File: src/rtl/vend_pkg.sv
// Shared state encoding, coin-select codes and default denominations
// for the vending-machine change dispenser.
package vend_pkg;

  typedef enum logic [1:0] {
    StIdle,
    StCalc,
    StDispense,
    StDone
  } state_e;

  localparam logic [1:0] SEL_HI  = 2'd0;
  localparam logic [1:0] SEL_MID = 2'd1;
  localparam logic [1:0] SEL_LO  = 2'd2;

  localparam int unsigned COIN_HI_DEF  = 10;
  localparam int unsigned COIN_MID_DEF = 5;
  localparam int unsigned COIN_LO_DEF  = 1;

endpackage

File: src/rtl/change_dispenser_if.sv
// Transaction and coin-stream signals of the change dispenser.
// Optional per-denomination counters appear with CHANGE_DISPENSER_COIN_COUNT_EN.
interface change_dispenser_if #(
  parameter int unsigned W = 8
);
  logic         start;
  logic [W-1:0] paid;
  logic [W-1:0] price;
  logic         busy;
  logic [W-1:0] change_amt;
  logic         insufficient;
  logic         coin_valid;
  logic [1:0]   coin_sel;
  logic         coin_ready;
  logic         done;
`ifdef CHANGE_DISPENSER_COIN_COUNT_EN
  logic [W-1:0] cnt_hi;
  logic [W-1:0] cnt_mid;
  logic [W-1:0] cnt_lo;
`endif

  // Dispenser side.
  modport slave (
    input  start, paid, price, coin_ready,
    output busy, change_amt, insufficient, coin_valid, coin_sel, done
`ifdef CHANGE_DISPENSER_COIN_COUNT_EN
    , output cnt_hi, cnt_mid, cnt_lo
`endif
  );

  // Payment accumulator / ejector side.
  modport master (
    output start, paid, price, coin_ready,
    input  busy, change_amt, insufficient, coin_valid, coin_sel, done
`ifdef CHANGE_DISPENSER_COIN_COUNT_EN
    , input cnt_hi, cnt_mid, cnt_lo
`endif
  );

endinterface

File: src/rtl/change_sub.sv
// W-bit two's-complement subtractor: diff = a + ~b + 1, borrow = ~carry-out.
module change_sub #(
  parameter int unsigned W = 8
) (
  input  logic [W-1:0] i_a,
  input  logic [W-1:0] i_b,
  output logic [W-1:0] o_diff,
  output logic         o_borrow_out
);

  logic w_carry;

  assign {w_carry, o_diff} = {1'b0, i_a} + {1'b0, ~i_b} + {{W{1'b0}}, 1'b1};
  assign o_borrow_out      = ~w_carry;

endmodule

File: src/rtl/change_dispenser.sv
// Change-return engine: subtracts price from paid, then streams greedy coin requests.
// Define CHANGE_DISPENSER_COIN_COUNT_EN to add per-denomination coin counters.
module change_dispenser
  import vend_pkg::*;
#(
  parameter int unsigned W        = 8,
  parameter int unsigned COIN_HI  = COIN_HI_DEF,
  parameter int unsigned COIN_MID = COIN_MID_DEF,
  parameter int unsigned COIN_LO  = COIN_LO_DEF
) (
  input logic               clk,
  input logic               rst_n,
  change_dispenser_if.slave io_bus
);

  if (COIN_LO != 1) begin : g_chk_lo
    $fatal(1, "COIN_LO must be 1");
  end
  if (!(COIN_HI > COIN_MID && COIN_MID > COIN_LO)) begin : g_chk_order
    $fatal(1, "denominations must satisfy COIN_HI > COIN_MID > COIN_LO");
  end
  if ((W < 32) && (COIN_HI >= (32'd1 << W))) begin : g_chk_range
    $fatal(1, "denominations must fit in W bits");
  end

  localparam logic [W-1:0] CoinHi  = W'(COIN_HI);
  localparam logic [W-1:0] CoinMid = W'(COIN_MID);
  localparam logic [W-1:0] CoinLo  = W'(COIN_LO);

  state_e       r_state;
  logic [W-1:0] r_paid, r_price, r_rem, r_change_amt;
  logic         r_busy, r_insufficient, r_coin_valid, r_done;

  logic [W-1:0] w_diff, w_coin_val, w_rem_next;
  logic         w_borrow, w_fire;
  logic [1:0]   w_sel;

  change_sub #(
    .W(W)
  ) u_sub (
    .i_a          (r_paid),
    .i_b          (r_price),
    .o_diff       (w_diff),
    .o_borrow_out (w_borrow)
  );

  // Greedy pick from the registered remainder, so the choice holds through a stall.
  always_comb begin
    w_sel      = SEL_HI;
    w_coin_val = CoinHi;
    if (r_rem >= CoinHi) begin
      w_sel      = SEL_HI;
      w_coin_val = CoinHi;
    end else if (r_rem >= CoinMid) begin
      w_sel      = SEL_MID;
      w_coin_val = CoinMid;
    end else begin
      w_sel      = SEL_LO;
      w_coin_val = CoinLo;
    end
  end

  assign w_fire     = r_coin_valid & io_bus.coin_ready;
  assign w_rem_next = r_rem - w_coin_val;

  always_ff @(posedge clk or negedge rst_n) begin
    if (!rst_n) begin
      r_state        <= StIdle;
      r_paid         <= '0;
      r_price        <= '0;
      r_rem          <= '0;
      r_change_amt   <= '0;
      r_busy         <= 1'b0;
      r_insufficient <= 1'b0;
      r_coin_valid   <= 1'b0;
      r_done         <= 1'b0;
    end else begin
      r_insufficient <= 1'b0;
      r_done         <= 1'b0;
      unique case (r_state)
        StIdle: begin
          if (io_bus.start) begin
            r_paid  <= io_bus.paid;
            r_price <= io_bus.price;
            r_busy  <= 1'b1;
            r_state <= StCalc;
          end
        end
        StCalc: begin
          if (w_borrow) begin
            r_change_amt   <= '0;
            r_insufficient <= 1'b1;
            r_done         <= 1'b1;
            r_busy         <= 1'b0;
            r_state        <= StIdle;
          end else if (w_diff == '0) begin
            r_change_amt <= '0;
            r_state      <= StDone;
          end else begin
            r_change_amt <= w_diff;
            r_rem        <= w_diff;
            r_coin_valid <= 1'b1;
            r_state      <= StDispense;
          end
        end
        StDispense: begin
          if (w_fire) begin
            r_rem <= w_rem_next;
            if (w_rem_next == '0) begin
              r_coin_valid <= 1'b0;
              r_done       <= 1'b1;
              r_state      <= StDone;
            end
          end
        end
        StDone: begin
          // The dispense path raised done on its final handshake; the exact-payment
          // path raises it here, so done is always a single-cycle pulse.
          r_done  <= ~r_done;
          r_busy  <= 1'b0;
          r_state <= StIdle;
        end
        default: r_state <= StIdle;
      endcase
    end
  end

`ifdef CHANGE_DISPENSER_COIN_COUNT_EN
  logic [W-1:0] r_cnt_hi, r_cnt_mid, r_cnt_lo;

  always_ff @(posedge clk or negedge rst_n) begin
    if (!rst_n) begin
      r_cnt_hi  <= '0;
      r_cnt_mid <= '0;
      r_cnt_lo  <= '0;
    end else if ((r_state == StIdle) && io_bus.start) begin
      r_cnt_hi  <= '0;
      r_cnt_mid <= '0;
      r_cnt_lo  <= '0;
    end else if (w_fire) begin
      unique case (w_sel)
        SEL_HI:  r_cnt_hi  <= r_cnt_hi + 1'b1;
        SEL_MID: r_cnt_mid <= r_cnt_mid + 1'b1;
        SEL_LO:  r_cnt_lo  <= r_cnt_lo + 1'b1;
        default: ;
      endcase
    end
  end

  assign io_bus.cnt_hi  = r_cnt_hi;
  assign io_bus.cnt_mid = r_cnt_mid;
  assign io_bus.cnt_lo  = r_cnt_lo;
`endif

  assign io_bus.busy         = r_busy;
  assign io_bus.change_amt   = r_change_amt;
  assign io_bus.insufficient = r_insufficient;
  assign io_bus.coin_valid   = r_coin_valid;
  assign io_bus.coin_sel     = r_coin_valid ? w_sel : SEL_HI;
  assign io_bus.done         = r_done;

endmodule
File: src/flat_wrapper.sv
// flat-port wrapper written by rule: the top's interface ports become plain ports
module change_dispenser_flat import vend_pkg::*;
#(
  parameter int unsigned W        = 8,
  parameter int unsigned COIN_HI  = COIN_HI_DEF,
  parameter int unsigned COIN_MID = COIN_MID_DEF,
  parameter int unsigned COIN_LO  = COIN_LO_DEF
)
  (clk, rst_n, io_bus_start, io_bus_paid, io_bus_price, io_bus_coin_ready, io_bus_busy, io_bus_change_amt, io_bus_insufficient, io_bus_coin_valid, io_bus_coin_sel, io_bus_done);
  change_dispenser_if #(.W(W)) io_bus_i ();
  input logic clk;
  input logic rst_n;
  input wire logic [$bits(io_bus_i.start)-1:0] io_bus_start;
  input wire logic [$bits(io_bus_i.paid)-1:0] io_bus_paid;
  input wire logic [$bits(io_bus_i.price)-1:0] io_bus_price;
  input wire logic [$bits(io_bus_i.coin_ready)-1:0] io_bus_coin_ready;
  output wire logic [$bits(io_bus_i.busy)-1:0] io_bus_busy;
  output wire logic [$bits(io_bus_i.change_amt)-1:0] io_bus_change_amt;
  output wire logic [$bits(io_bus_i.insufficient)-1:0] io_bus_insufficient;
  output wire logic [$bits(io_bus_i.coin_valid)-1:0] io_bus_coin_valid;
  output wire logic [$bits(io_bus_i.coin_sel)-1:0] io_bus_coin_sel;
  output wire logic [$bits(io_bus_i.done)-1:0] io_bus_done;
  assign io_bus_i.start = io_bus_start;
  assign io_bus_i.paid = io_bus_paid;
  assign io_bus_i.price = io_bus_price;
  assign io_bus_i.coin_ready = io_bus_coin_ready;
  assign io_bus_busy = io_bus_i.busy;
  assign io_bus_change_amt = io_bus_i.change_amt;
  assign io_bus_insufficient = io_bus_i.insufficient;
  assign io_bus_coin_valid = io_bus_i.coin_valid;
  assign io_bus_coin_sel = io_bus_i.coin_sel;
  assign io_bus_done = io_bus_i.done;
  change_dispenser #(.W(W), .COIN_HI(COIN_HI), .COIN_MID(COIN_MID), .COIN_LO(COIN_LO)) u_core (.clk(clk), .rst_n(rst_n), .io_bus(io_bus_i));
endmodule
File: config.mk
export PLATFORM = sky130hd
export DESIGN_NAME = change_dispenser_flat
export DESIGN_NICKNAME = d
export VERILOG_FILES = /design/src/rtl/vend_pkg.sv /design/src/rtl/change_dispenser_if.sv /design/src/rtl/change_sub.sv /design/src/rtl/change_dispenser.sv /design/src/flat_wrapper.sv
export SDC_FILE = /design/constraint.sdc
export NUM_CORES = 1
export LEC_CHECK = 0
export CAP_MARGIN = 10
export CORE_UTILIZATION = 53
export DETAILED_ROUTE_END_ITERATION = 6
export PLACE_DENSITY = 0.81
export SYNTH_ARGS = -nofsm -noshare
export SYNTH_HDL_FRONTEND = slang
export SYNTH_SLANG_ARGS = --single-unit
File: constraint.sdc
create_clock -name clk -period 4.1 [get_ports clk]
set_input_delay 0.41 -clock clk [delete_from_list [all_inputs] [get_ports clk]]
set_output_delay 0.41 -clock clk [all_outputs]
set_load 0.005 [all_outputs]
==> qor.txt <==
Outcome: finished clean
Post-CTS sizing: 0
Fill cells: 343
Layout cells sized above 1: 9.859%
Reg area: 950.9 um2
Nets: 317
Worst-skew pair later-pin latency: 290 ps
DIE HEIGHT: 68.68 um
Pwr dens: 932.1 nW/um2
Final Routed Wirelength: 4.992 mm
CP Max Fanout: 5
Htree depth: 2
Post-synthesis mux area share: 4.249%
R2R Setup Slk: 860 ps
Endpoints failing setup: 0
CTS Buffer Depth: 2
Slew Limit Fails: 0
Max incr delay on CP: 540 ps
Placed Cells: 326
Final Hold Viols: 0
Port-buffer cells: 33
Vias in the first global route: 1,863
Worst Max-Slew Pin Slew: 844.8 ps
Setup TNS: 0 ps
Post-synth top area cell: dfrtp_1
TritonCTS Buffers: 5
Max Freq: 308.7 MHz
Largest net degree at the start of global routing: 39
Via density: 5.922
Syn avg cell area: 9.386 um2
Core area: 4144 um2
Count leader, synth: dfrtp_1
Synth top cells by count: dfrtp_1 (38), nand2_1 (30), o21ai_0 (24)
Skew final: 4.006 ps
GR Util All Layers: 24.97%
Largest family of logic cells by synthesized area: compound AO/OA/AOI/OAI gates
R2R cell count: 11
Ranking of synthesized cells by area: dfrtp_1 (40%), ha_1 (6.4%), o21ai_0 (5.1%)
Worst-case headroom to the max-slew limit: 43.68%
Worst setup SP type: flop
Antenna violations before repair: 0
Fin crit period: 3240 ps
Synth Area in Adders: 8.072%
Unrepaired setup endpoints after global routing: false
Worst-path cell chain: nor4_1 -> and2_1 -> ha_1 -> inv_1 -> fa_1 -> a21o_1 -> a21oi_1 -> and3b_1 -> a31oi_1 -> or4_1 -> nand2_1
CTS Hold Buffers Added: 0
WS Path Type: flop to flop
Clock sinks: 38
CP arrival: 3470 ps
XOR/XNOR Fraction of Synth Area: 2.602%
Via count: 1,978
WP data required: 4330 ps
Postcts setup bufs: 0
Complex-gate fraction of the synthesized area: 23.10%
Die Width: 68.68 um
Gr ovfl total: 0
Die area: 4716 um2
Post-route cell area: 2795 um2
Synth Register Bits: 38
# IOs: 34
Hpwl dp: 3.748 mm
Warning count from the yosys run: 0
FFs w/ async S/R, synth: 100.0%
Final Wtd Congestion: 0.8704
R2r startpoint: u_core.r_rem[6]$_DFFE_PN0P_
Worst reg2reg path endpoint: u_core.io_bus.done$_DFF_PN0_
CTS tree: yes
Clock-pin transition on the worst setup and hold timing paths: 70 ps
First-pass DRT Iterations: 4
Mapped Nets: 285
Drt wl/cell: 14.95 um
Top FF cell, synth: dfrtp_1
Area Overhead vs Synth: 18.64%
LEAKAGE: 1.194 nW
DRT iter0 DRCs: 233
Crit end category: flop
Initial core utilization: 56.85%
Post-synth EDFFs: 0
Site Rows: 23
Ant diodes: 0
Footprint of the multi-input gates: 1305 um2
Post-synthesis simple-gate area fraction: 17.37%
Max VDD drop: 0.0005568 V
Final ANT Viol Nets: 0
Residual DRC: 0
Cell area after synthesis: 2356 um2
Distinct cells, synth: 55
Register area share after synthesis: 40.36%
Critical-path top delay cell: or4_1
Root Buffer: clkbuf_8
Post-synth top area share: 40.36%
Hold WC Path Type: input port to async pin
Placed Area: 2704 um2
Mapped Cells: 251
First-pass GRT wire length: 8.459 mm
Crit share post-route: 79.02%
Final std cells w/o fill: 334
Max cap viols: 0
==> placed cells by master, fill, tap and decap left out, types with 2 or more instances in the layout <==
cell / instances
dfrtp_1: 38
clkdlybuf4s50_1: 32
nand2_1: 30
o21ai_0: 24
inv_1: 16
nor2_1: 16
a21oi_1: 13
ha_1: 12
mux2_2: 8
nor3_1: 7
o22ai_1: 6
clkbuf_8: 6
nand2b_1: 5
a21o_1: 4
xnor2_1: 4
nor3b_1: 3
or3_1: 3
nand3_1: 3
nor2b_1: 3
xor2_1: 3
a211oi_1: 3
a32o_1: 3
o31ai_1: 3
and2_1: 2
o211ai_1: 2
a31oi_1: 2
a211oi_2: 2
a31o_2: 2
fa_1: 2
==> metrics by stage <==
step	worst slack (ps)	total power [mW]	hold slack, ps	utilization [%]
floorplan	1169	1.917	114.4	-
global placement	957.2	2.263	460.7	65.25
detailed placement	918.1	2.323	472.3	65.25
CTS	870.1	2.592	251.8	67.45
global route	620.1	2.821	304.5	67.45
finish	860.2	2.605	226.2	67.45
==> registers in the layout, summed over array words and instances (netlist names), named ones only <==
signal / cells
u_core.io_bus.busy: 1
u_core.io_bus.change_amt: 8
u_core.io_bus.coin_valid: 1
u_core.io_bus.done: 1
u_core.io_bus.insufficient: 1
u_core.r_paid: 8
u_core.r_price: 8
u_core.r_rem: 8
u_core.r_state: 1
==> worst max-delay path, delay by kind of cell, from the launching register on <==
family / cells / cell delay [ps]
adders and majority gates: 2 / 590
and+or+nand+nor: 5 / 1540
AOI/OAI and AO/OA: 3 / 560
buffers and inverters: 1 / 50
DFF: 1 / 440
==> kinds of logic after synthesis <==
family	count (synthesis)
mux	9
simple gates	83
xor+xnor	7
fa+ha+maj	14
flops	38
buf+inv	24
compound gates	76
==> worst max-delay path by stage <==
stage                           startpoint                                    to  slack, ps
6_report       u_core.r_rem[6]$_DFFE_PN0P_          u_core.io_bus.done$_DFF_PN0_        860
5_1_grt        u_core.r_rem[6]$_DFFE_PN0P_         u_core.r_state[0]$_DFFE_PN0P_        620
4_1_cts        u_core.r_rem[6]$_DFFE_PN0P_          u_core.io_bus.done$_DFF_PN0_        870
3_5_place_dp   u_core.r_rem[6]$_DFFE_PN0P_  u_core.io_bus.coin_valid$_DFFE_PN0P_        920
3_3_place_gp   u_core.r_rem[6]$_DFFE_PN0P_          u_core.io_bus.done$_DFF_PN0_        960
2_1_floorplan  u_core.r_rem[7]$_DFFE_PN0P_  u_core.io_bus.coin_valid$_DFFE_PN0P_       1170
==> power by group <==
part	total, mW	internal (mW)	switching, mW
Clock	0.263	0.136	0.128
Sequential	0.677	0.542	0.135
Combinational	1.66	0.703	0.962
Total	2.61	1.38	1.23
==> layer usage <==
metal	wire length (um)	global-route usage [%]
met5	0	0
met4	75	9.115
met3	214	5.263
met2	2260	38.97
met1	2441	33.99
==> final cells by class <==
type                    instances  area share, %
flip-flops and latches         38          34.02
multi-input cells             189          46.69
clock inverters                 1         0.1791
inverters                      16          2.149
clock buffers                   7          3.089
well taps                      50          2.238
repair buffers                 33          11.64
Power figures use the tool's default switching activity.
